File: src/rtl/mem_arbiter_pkg.sv
// rtl/mem_arbiter_pkg.sv - shared types for the fetch/LSU memory arbiter
package mem_arbiter_pkg;

    typedef enum logic [2:0] {
        LSF_LB  = 3'd0,
        LSF_LH  = 3'd1,
        LSF_LW  = 3'd2,
        LSF_LBU = 3'd3,
        LSF_LHU = 3'd4,
        LSF_SB  = 3'd5,
        LSF_SH  = 3'd6,
        LSF_SW  = 3'd7
    } load_store_func_code;

    typedef enum logic [1:0] {
        ARB_IDLE  = 2'd0,
        ARB_ISSUE = 2'd1,
        ARB_WAIT  = 2'd2
    } arb_state_e;

    typedef enum logic [1:0] {
        OWN_NONE = 2'd0,
        OWN_IF   = 2'd1,
        OWN_LSU  = 2'd2
    } arb_owner_e;

    // Fetches are always full-word reads, so the word code doubles as the idle value.
    localparam load_store_func_code LSF_DEFAULT = LSF_LW;

    localparam int STREAK_W = 4;

endpackage

File: src/rtl/mem_arbiter_if.sv
// rtl/mem_arbiter_if.sv - fetch, LSU and DRAM handshake bundle for the arbiter
interface mem_arbiter_if
    import mem_arbiter_pkg::*;
#(
    parameter int ADDR_W = 32,
    parameter int DATA_W = 32
);
    logic                if_req_ip;
    logic [ADDR_W-1:0]   if_addr_ip;
    logic                if_gnt_op;
    logic                if_rvalid_op;
    logic [DATA_W-1:0]   if_rdata_op;
    logic                flush_ip;

    logic                lsu_req_ip;
    logic                lsu_we_ip;
    load_store_func_code lsu_operator_ip;
    logic [ADDR_W-1:0]   lsu_addr_ip;
    logic [DATA_W-1:0]   lsu_wdata_ip;
    logic                lsu_gnt_op;
    logic                lsu_rvalid_op;
    logic [DATA_W-1:0]   lsu_rdata_op;

    logic                mem_req_op;
    logic                mem_we_op;
    load_store_func_code mem_operator_op;
    logic [ADDR_W-1:0]   mem_addr_op;
    logic [DATA_W-1:0]   mem_wdata_op;
    logic                mem_gnt_ip;
    logic                mem_rvalid_ip;
    logic [DATA_W-1:0]   mem_rdata_ip;

    modport slave (
        input  if_req_ip, if_addr_ip, flush_ip,
        input  lsu_req_ip, lsu_we_ip, lsu_operator_ip, lsu_addr_ip, lsu_wdata_ip,
        input  mem_gnt_ip, mem_rvalid_ip, mem_rdata_ip,
        output if_gnt_op, if_rvalid_op, if_rdata_op,
        output lsu_gnt_op, lsu_rvalid_op, lsu_rdata_op,
        output mem_req_op, mem_we_op, mem_operator_op, mem_addr_op, mem_wdata_op
    );

    modport master (
        output if_req_ip, if_addr_ip, flush_ip,
        output lsu_req_ip, lsu_we_ip, lsu_operator_ip, lsu_addr_ip, lsu_wdata_ip,
        output mem_gnt_ip, mem_rvalid_ip, mem_rdata_ip,
        input  if_gnt_op, if_rvalid_op, if_rdata_op,
        input  lsu_gnt_op, lsu_rvalid_op, lsu_rdata_op,
        input  mem_req_op, mem_we_op, mem_operator_op, mem_addr_op, mem_wdata_op
    );

endinterface

File: src/rtl/arb_streak_counter.sv
// rtl/arb_streak_counter.sv - saturating count of back-to-back LSU wins over a waiting fetch
module arb_streak_counter
    import mem_arbiter_pkg::*;
#(
    parameter int MAX_COUNT = 4
) (
    input  logic clk,
    input  logic rst_n,
    input  logic i_inc,
    input  logic i_clr,
    output logic o_at_limit
);
    logic [STREAK_W-1:0] r_count;
    logic                w_at_limit;

    assign w_at_limit = (r_count >= STREAK_W'(MAX_COUNT));
    assign o_at_limit = w_at_limit;

    always_ff @(posedge clk or negedge rst_n) begin
        if (!rst_n) begin
            r_count <= '0;
        end else if (i_clr) begin
            r_count <= '0;
        end else if (i_inc && !w_at_limit) begin
            r_count <= r_count + 1'b1;
        end
    end

endmodule

File: src/rtl/mem_arbiter.sv
// rtl/mem_arbiter.sv - single-outstanding DRAM arbiter between fetch and load/store
module mem_arbiter
    import mem_arbiter_pkg::*;
#(
    parameter int ADDR_W         = 32,
    parameter int DATA_W         = 32,
    parameter int MAX_LSU_STREAK = 4
) (
    input  logic         clock,
    input  logic         reset,
    mem_arbiter_if.slave bus
);
    arb_state_e          r_state;
    arb_owner_e          r_owner;
    logic                r_drop;
    logic                r_mem_req;
    logic                r_mem_we;
    load_store_func_code r_mem_op;
    logic [ADDR_W-1:0]   r_mem_addr;
    logic [DATA_W-1:0]   r_mem_wdata;

    logic w_grant_if;
    logic w_grant_lsu;
    logic w_at_limit;
    logic w_resp;
    logic w_if_resp;
    logic w_lsu_resp;
    logic w_if_flush;

    // Grants are combinational, so they are masked while reset is low.
    always_comb begin
        w_grant_if  = 1'b0;
        w_grant_lsu = 1'b0;
        if (r_state == ARB_IDLE && reset) begin
            if (bus.lsu_req_ip && !w_at_limit) begin
                w_grant_lsu = 1'b1;
            end else if (bus.if_req_ip) begin
                w_grant_if = 1'b1;
            end else if (bus.lsu_req_ip) begin
                w_grant_lsu = 1'b1;
            end
        end
    end

    arb_streak_counter #(
        .MAX_COUNT (MAX_LSU_STREAK)
    ) u_streak (
        .clk        (clock),
        .rst_n      (reset),
        .i_inc      (w_grant_lsu && bus.if_req_ip),
        .i_clr      (w_grant_if || (w_grant_lsu && !bus.if_req_ip)),
        .o_at_limit (w_at_limit)
    );

    assign w_resp     = (r_state == ARB_WAIT) && bus.mem_rvalid_ip;
    assign w_if_resp  = w_resp && (r_owner == OWN_IF);
    assign w_lsu_resp = w_resp && (r_owner == OWN_LSU);
    assign w_if_flush = bus.flush_ip && (r_owner == OWN_IF);

    assign bus.if_gnt_op       = w_grant_if;
    assign bus.lsu_gnt_op      = w_grant_lsu;
    assign bus.if_rvalid_op    = w_if_resp && !(r_drop || bus.flush_ip);
    assign bus.lsu_rvalid_op   = w_lsu_resp;
    assign bus.if_rdata_op     = w_if_resp  ? bus.mem_rdata_ip : '0;
    assign bus.lsu_rdata_op    = w_lsu_resp ? bus.mem_rdata_ip : '0;
    assign bus.mem_req_op      = r_mem_req;
    assign bus.mem_we_op       = r_mem_we;
    assign bus.mem_operator_op = r_mem_op;
    assign bus.mem_addr_op     = r_mem_addr;
    assign bus.mem_wdata_op    = r_mem_wdata;

    always_ff @(posedge clock or negedge reset) begin
        if (!reset) begin
            r_state     <= ARB_IDLE;
            r_owner     <= OWN_NONE;
            r_drop      <= 1'b0;
            r_mem_req   <= 1'b0;
            r_mem_we    <= 1'b0;
            r_mem_op    <= LSF_DEFAULT;
            r_mem_addr  <= '0;
            r_mem_wdata <= '0;
        end else begin
            case (r_state)
                ARB_IDLE: begin
                    r_drop <= 1'b0;
                    if (w_grant_lsu) begin
                        r_state     <= ARB_ISSUE;
                        r_owner     <= OWN_LSU;
                        r_mem_req   <= 1'b1;
                        r_mem_we    <= bus.lsu_we_ip;
                        r_mem_op    <= bus.lsu_operator_ip;
                        r_mem_addr  <= bus.lsu_addr_ip;
                        r_mem_wdata <= bus.lsu_wdata_ip;
                    end else if (w_grant_if) begin
                        r_state     <= ARB_ISSUE;
                        r_owner     <= OWN_IF;
                        r_mem_req   <= 1'b1;
                        r_mem_we    <= 1'b0;
                        r_mem_op    <= LSF_LW;
                        r_mem_addr  <= bus.if_addr_ip;
                        r_mem_wdata <= '0;
                    end
                end
                ARB_ISSUE: begin
                    if (w_if_flush) begin
                        r_drop <= 1'b1;
                    end
                    if (bus.mem_gnt_ip) begin
                        r_state   <= ARB_WAIT;
                        r_mem_req <= 1'b0;
                    end
                end
                ARB_WAIT: begin
                    if (bus.mem_rvalid_ip) begin
                        r_state <= ARB_IDLE;
                        r_owner <= OWN_NONE;
                        r_drop  <= 1'b0;
                    end else if (w_if_flush) begin
                        r_drop <= 1'b1;
                    end
                end
                default: begin
                    r_state   <= ARB_IDLE;
                    r_owner   <= OWN_NONE;
                    r_drop    <= 1'b0;
                    r_mem_req <= 1'b0;
                end
            endcase
        end
    end

endmodule

File: src/flat_wrapper.sv
// flat-port wrapper written by rule: the top's interface ports become plain ports
module mem_arbiter_flat import mem_arbiter_pkg::*;
#(
    parameter int ADDR_W         = 32,
    parameter int DATA_W         = 32,
    parameter int MAX_LSU_STREAK = 4
)
  (clock, reset, bus_if_req_ip, bus_if_addr_ip, bus_flush_ip, bus_lsu_req_ip, bus_lsu_we_ip, bus_lsu_operator_ip, bus_lsu_addr_ip, bus_lsu_wdata_ip, bus_mem_gnt_ip, bus_mem_rvalid_ip, bus_mem_rdata_ip, bus_if_gnt_op, bus_if_rvalid_op, bus_if_rdata_op, bus_lsu_gnt_op, bus_lsu_rvalid_op, bus_lsu_rdata_op, bus_mem_req_op, bus_mem_we_op, bus_mem_operator_op, bus_mem_addr_op, bus_mem_wdata_op);
  mem_arbiter_if #(.ADDR_W(ADDR_W), .DATA_W(DATA_W)) bus_i ();
  input  logic clock;
  input  logic reset;
  input wire logic [$bits(bus_i.if_req_ip)-1:0] bus_if_req_ip;
  input wire logic [$bits(bus_i.if_addr_ip)-1:0] bus_if_addr_ip;
  input wire logic [$bits(bus_i.flush_ip)-1:0] bus_flush_ip;
  input wire logic [$bits(bus_i.lsu_req_ip)-1:0] bus_lsu_req_ip;
  input wire logic [$bits(bus_i.lsu_we_ip)-1:0] bus_lsu_we_ip;
  input wire logic [$bits(bus_i.lsu_operator_ip)-1:0] bus_lsu_operator_ip;
  input wire logic [$bits(bus_i.lsu_addr_ip)-1:0] bus_lsu_addr_ip;
  input wire logic [$bits(bus_i.lsu_wdata_ip)-1:0] bus_lsu_wdata_ip;
  input wire logic [$bits(bus_i.mem_gnt_ip)-1:0] bus_mem_gnt_ip;
  input wire logic [$bits(bus_i.mem_rvalid_ip)-1:0] bus_mem_rvalid_ip;
  input wire logic [$bits(bus_i.mem_rdata_ip)-1:0] bus_mem_rdata_ip;
  output wire logic [$bits(bus_i.if_gnt_op)-1:0] bus_if_gnt_op;
  output wire logic [$bits(bus_i.if_rvalid_op)-1:0] bus_if_rvalid_op;
  output wire logic [$bits(bus_i.if_rdata_op)-1:0] bus_if_rdata_op;
  output wire logic [$bits(bus_i.lsu_gnt_op)-1:0] bus_lsu_gnt_op;
  output wire logic [$bits(bus_i.lsu_rvalid_op)-1:0] bus_lsu_rvalid_op;
  output wire logic [$bits(bus_i.lsu_rdata_op)-1:0] bus_lsu_rdata_op;
  output wire logic [$bits(bus_i.mem_req_op)-1:0] bus_mem_req_op;
  output wire logic [$bits(bus_i.mem_we_op)-1:0] bus_mem_we_op;
  output wire logic [$bits(bus_i.mem_operator_op)-1:0] bus_mem_operator_op;
  output wire logic [$bits(bus_i.mem_addr_op)-1:0] bus_mem_addr_op;
  output wire logic [$bits(bus_i.mem_wdata_op)-1:0] bus_mem_wdata_op;
  assign bus_i.if_req_ip = bus_if_req_ip;
  assign bus_i.if_addr_ip = bus_if_addr_ip;
  assign bus_i.flush_ip = bus_flush_ip;
  assign bus_i.lsu_req_ip = bus_lsu_req_ip;
  assign bus_i.lsu_we_ip = bus_lsu_we_ip;
  assign bus_i.lsu_operator_ip = bus_lsu_operator_ip;
  assign bus_i.lsu_addr_ip = bus_lsu_addr_ip;
  assign bus_i.lsu_wdata_ip = bus_lsu_wdata_ip;
  assign bus_i.mem_gnt_ip = bus_mem_gnt_ip;
  assign bus_i.mem_rvalid_ip = bus_mem_rvalid_ip;
  assign bus_i.mem_rdata_ip = bus_mem_rdata_ip;
  assign bus_if_gnt_op = bus_i.if_gnt_op;
  assign bus_if_rvalid_op = bus_i.if_rvalid_op;
  assign bus_if_rdata_op = bus_i.if_rdata_op;
  assign bus_lsu_gnt_op = bus_i.lsu_gnt_op;
  assign bus_lsu_rvalid_op = bus_i.lsu_rvalid_op;
  assign bus_lsu_rdata_op = bus_i.lsu_rdata_op;
  assign bus_mem_req_op = bus_i.mem_req_op;
  assign bus_mem_we_op = bus_i.mem_we_op;
  assign bus_mem_operator_op = bus_i.mem_operator_op;
  assign bus_mem_addr_op = bus_i.mem_addr_op;
  assign bus_mem_wdata_op = bus_i.mem_wdata_op;
  mem_arbiter #(.ADDR_W(ADDR_W), .DATA_W(DATA_W), .MAX_LSU_STREAK(MAX_LSU_STREAK)) u_core (.clock(clock), .reset(reset), .bus(bus_i));
endmodule
File: config.mk
export PLATFORM = sky130hd
export DESIGN_NAME = mem_arbiter_flat
export DESIGN_NICKNAME = d
export VERILOG_FILES = /design/src/rtl/mem_arbiter_pkg.sv /design/src/rtl/mem_arbiter_if.sv /design/src/rtl/arb_streak_counter.sv /design/src/rtl/mem_arbiter.sv /design/src/flat_wrapper.sv
export SDC_FILE = /design/constraint.sdc
export NUM_CORES = 1
export LEC_CHECK = 0
export ABC_AREA = 1
export CAP_MARGIN = 20
export CORE_ASPECT_RATIO = 1.75
export CORE_MARGIN = 2
export CORE_UTILIZATION = 30
export CTS_CLUSTER_SIZE = 10
export DETAILED_ROUTE_END_ITERATION = 10
export GPL_TIMING_DRIVEN = 0
export PLACE_DENSITY_LB_ADDON = 0.12
export SLEW_MARGIN = 20
export SYNTH_ARGS = -nofsm -noshare
export SYNTH_HDL_FRONTEND = slang
export SYNTH_SLANG_ARGS = --single-unit
File: constraint.sdc
create_clock -name clock -period 1.6 [get_ports clock]
set_input_delay 0.32 -clock clock [delete_from_list [all_inputs] [get_ports clock]]
set_output_delay 0.32 -clock clock [all_outputs]
set_load 0.03 [all_outputs]
==> results of run 1 <==
stage by stage:
step                std cells  hold slack [ns]  area, µm²
detailed placement       1075           0.3393       8054
global route             1150          0.05249       9990
finish                   1150          0.06182       9990
floorplan                 619          0.02441       5051
global placement         1074           0.4805       8029
CTS                      1120          0.04890       9077
kinds of logic after synthesis:
family,after synthesis
DFF,78
and+or+nand+nor,405
buffers and inverters,123
AOI/OAI and AO/OA,8
adders and majority gates,5
flip-flops by register name (all words and copies together), names as in the netlist:
register,count
u_core.r_state,2
u_core.u_streak.r_count,4
u_core.bus.mem_req_op,1
u_core.bus.mem_wdata_op,32
u_core.r_drop,1
u_core.bus.mem_we_op,1
u_core.bus.mem_addr_op,32
u_core.r_owner,2
u_core.bus.mem_operator_op,3
metal layers:
layer  vias up  global-route usage (%)  part of all wire [%]
li1       2587                       -                     -
met1      2519                   23.76                    34
met2       227                   40.31                    56
met3        28                   5.703                   7.7
met4         0                   7.013                   2.2
met5         -                       0                     0
path summary, 6_finish.rpt:
kind                                             startpoint                                         to  slack [ns]  cells after the start
max                           u_core.r_state[0]$_DFFE_PN0P_                         bus_if_rdata_op[0]       -0.51                      9
max reg2reg                   u_core.r_state[0]$_DFFE_PN0P_     u_core.bus.mem_addr_op[19]$_DFFE_PN0P_       -0.26                     13
min in group clock         u_core.bus.mem_we_op$_DFFE_PN0P_           u_core.bus.mem_we_op$_DFFE_PN0P_        0.50                      2
min reg2reg                u_core.bus.mem_we_op$_DFFE_PN0P_           u_core.bus.mem_we_op$_DFFE_PN0P_        0.50                      2
max in group asynchronous                             reset              u_core.r_state[1]$_DFFE_PN0P_        0.57                      2
min                                                   reset  u_core.bus.mem_operator_op[1]$_DFFE_PN1P_        0.06                      1
what timing repair did:
action / in CTS / in global routing
endpoints found under the hold margin: 28 / 0
endpoints found under the setup margin: 213 / 213
cloned: 8 / 7
pin swaps: 14 / 51
resized for setup: 546 / 209
hold buffers: 2 / 0
setup buffers: 19 / 31
cells in the final DEF, fill, tap and decap left out, types with 2 or more instances in the layout:
cell type / Yosys / final
clkbuf_4: 0 / 6
clkbuf_16: 0 / 21
nand3b_1: 65 / 65
dlymetal6s2s_1: 0 / 68
nor2_1: 133 / 57
clkinvlp_4: 0 / 3
nand4_1: 3 / 3
buf_8: 0 / 14
ha_4: 0 / 2
buf_16: 0 / 5
inv_1: 83 / 77
a21oi_1: 3 / 2
nand3_2: 2 / 29
dfrtp_1: 77 / 76
clkbuf_2: 0 / 2
buf_4: 5 / 22
nand3_1: 45 / 13
buf_2: 9 / 3
nand2_2: 1 / 12
nand3_4: 0 / 5
buf_12: 0 / 9
inv_4: 0 / 3
buf_6: 2 / 90
inv_2: 2 / 4
nand2_1: 154 / 133
nor2_4: 0 / 68
inv_8: 0 / 2
ha_1: 5 / 3
nand2_4: 1 / 10
nor2_2: 0 / 8
clkbuf_1: 20 / 3
clkdlybuf4s50_1: 0 / 137
report_power, final:
| group | internal (µW) | switching [µW] | total (µW) |
|---|---|---|---|
| Clock | 1230 | 888 | 2120 |
| Sequential | 2840 | 545 | 3380 |
| Combinational | 3520 | 4230 | 7750 |
layout make-up:
class	count	share of cell area (%)
Timing Repair Buffer	339	39.13
Multi-Input combinational cell	418	28.46
Sequential cell	78	19.56
Buffer	34	4.221
Inverter	85	3.307
Clock buffer	9	2.255
Tap cell	180	2.255
Clock inverter	7	0.8141
==> results.toml, run 1 <==
[clock_tree]
ctsLongestPathBuffers = 2
clock-sinks = 78
cts_tree = "built"
cts-root-buf = "clkbuf_16"
cts_made_buffers = 9
cts-htree-levels = 3
worstSkewPairLatency_ns = 0.34
path_clk_slew_ns = 0.06

[setup_path]
cpPeakStageDelay_ns = 0.40
crit_buf_inv = 5
crit_type = "reg -> out"
required_ns = 1.28
cp_max_fo = 5
critical_path.top_delay_family = "buffers and inverters"
cp-start-kind = "flop"
critical_path.slowest_cell = "dfrtp_1"
path_cells = "inv_2 > ha_4 > nand2_4 > inv_4 > nand3_4 > buf_12 > clkbuf_16 > nor2_4 > buf_6"
cp.arrival_ns = 1.79
end_kind = "primary output"

[status]
status = "complete, but fails checks"
violations = "setup timing"

[drt]
wire_per_inst_um = 16.25
vias = 5361
finalWirelength_um = 18690
drt_iter0_drc = 247
avgViaCountPerCell = 4.662
ant_nets = 0
dr.pass1.iters = 4
drc_errors = 0

[synthesis]
synth_top_family_by_area = "simple AND/OR/NAND/NOR gates"
synth_top_area_share_pct = 43.56
synth-seq-cells = 78
netlist_instances = 619
yosysTopAreaCell = "dfrtp_1"
ys_types = 24
synth_nets = 763
syn-mean-instance-area_um2 = 7.145
synth_simple_gate_area_share_pct = 41.87
ys_seq_area_share_pct = 44.16
synth_flop_cell = "dfrtp_1"
synth_mux_area_share_pct = 0
synthXorXnorAreaFrac_pct = 0
synth_most_common_cell = "nand2_1"
synth_edf_count = 0
synthTopCellsByCount = "nand2_1, nor2_1, inv_1, dfrtp_1, nand3b_1"
netlist_top_cells_area = "dfrtp_1, nand2_1, nor2_1"
synthAdderAreaFrac_pct = 1.414
async_flop_share_pct = 100.0
yosysWarnings = 0
syn_area_mm2 = 0.004423
synth-compound-area-share_pct = 1.103

[floorplan]
num_rows = 58
initial_core_util_pct = 30.78
die_h_um = 164.6
die_area_mm2 = 0.01577
ioPinCount = 276
die_w_um = 95.79
core_area_mm2 = 0.01437

[sta]
timing.fmax_ghz = 0.4744
fin_ws_ns = -0.5079
tightest_slew_ns = 0.5513
post-route-period-util_pct = 131.7
setup_viol = 144
final_hold_viol_count = 0
rsz0062_at_grt = "yes"
finalMaxSlewViolations = 0
period_needed_ns = 2.108
slew_headroom_pct = 63.25
fin_tns_setup_ns = -44.06
fin_worst_skew_ns = 0.01161

[placement]
portBuffers = 275
gp_congestion = 0.8618
dp_hpwl_um = 12760
post-place-ws_ns = -1.052

[global_routing]
grt_start_max_net_pins = 43
gr-usage-all-layers_pct = 21.86
grt_overflow = 0
grt_pass1_vias = 5245
antenna_found_initial = 0
grt_first_pass_wirelength_um = 26740

[cells_and_area]
nFillCells = 1079
multi_input_comb_area_mm2 = 0.002843
fin_util_pct = 69.52
drive_gt1_share_pct = 33.71
regArea_mm2 = 0.001954
antenna_cells = 0
area_growth_pct = 125.9
finalNetCount = 1109

[power_and_ir_drop]
power.density_mw_per_mm2 = 1326
p_total_uw = 13250
leakagePower_uw = 0.005422
ir_worst_vdd_mv = 0.9441

[job]
max-cap-violations = 0

[worst_hold_path]
hold_class = "in -> async"
Note: power is estimated with default switching activity, not from simulation.
==> inputs of run 2 (changes only) <==
--- a/config.mk
+++ b/config.mk
@@ -12,6 +12,7 @@
 export CORE_UTILIZATION = 30
 export CTS_CLUSTER_SIZE = 10
 export DETAILED_ROUTE_END_ITERATION = 10
+export GPL_ROUTABILITY_DRIVEN = 0
 export GPL_TIMING_DRIVEN = 0
 export PLACE_DENSITY_LB_ADDON = 0.12
 export SLEW_MARGIN = 20
==> results of run 2 <==
Final layout, timing and power as in run 1 (identical DEF).
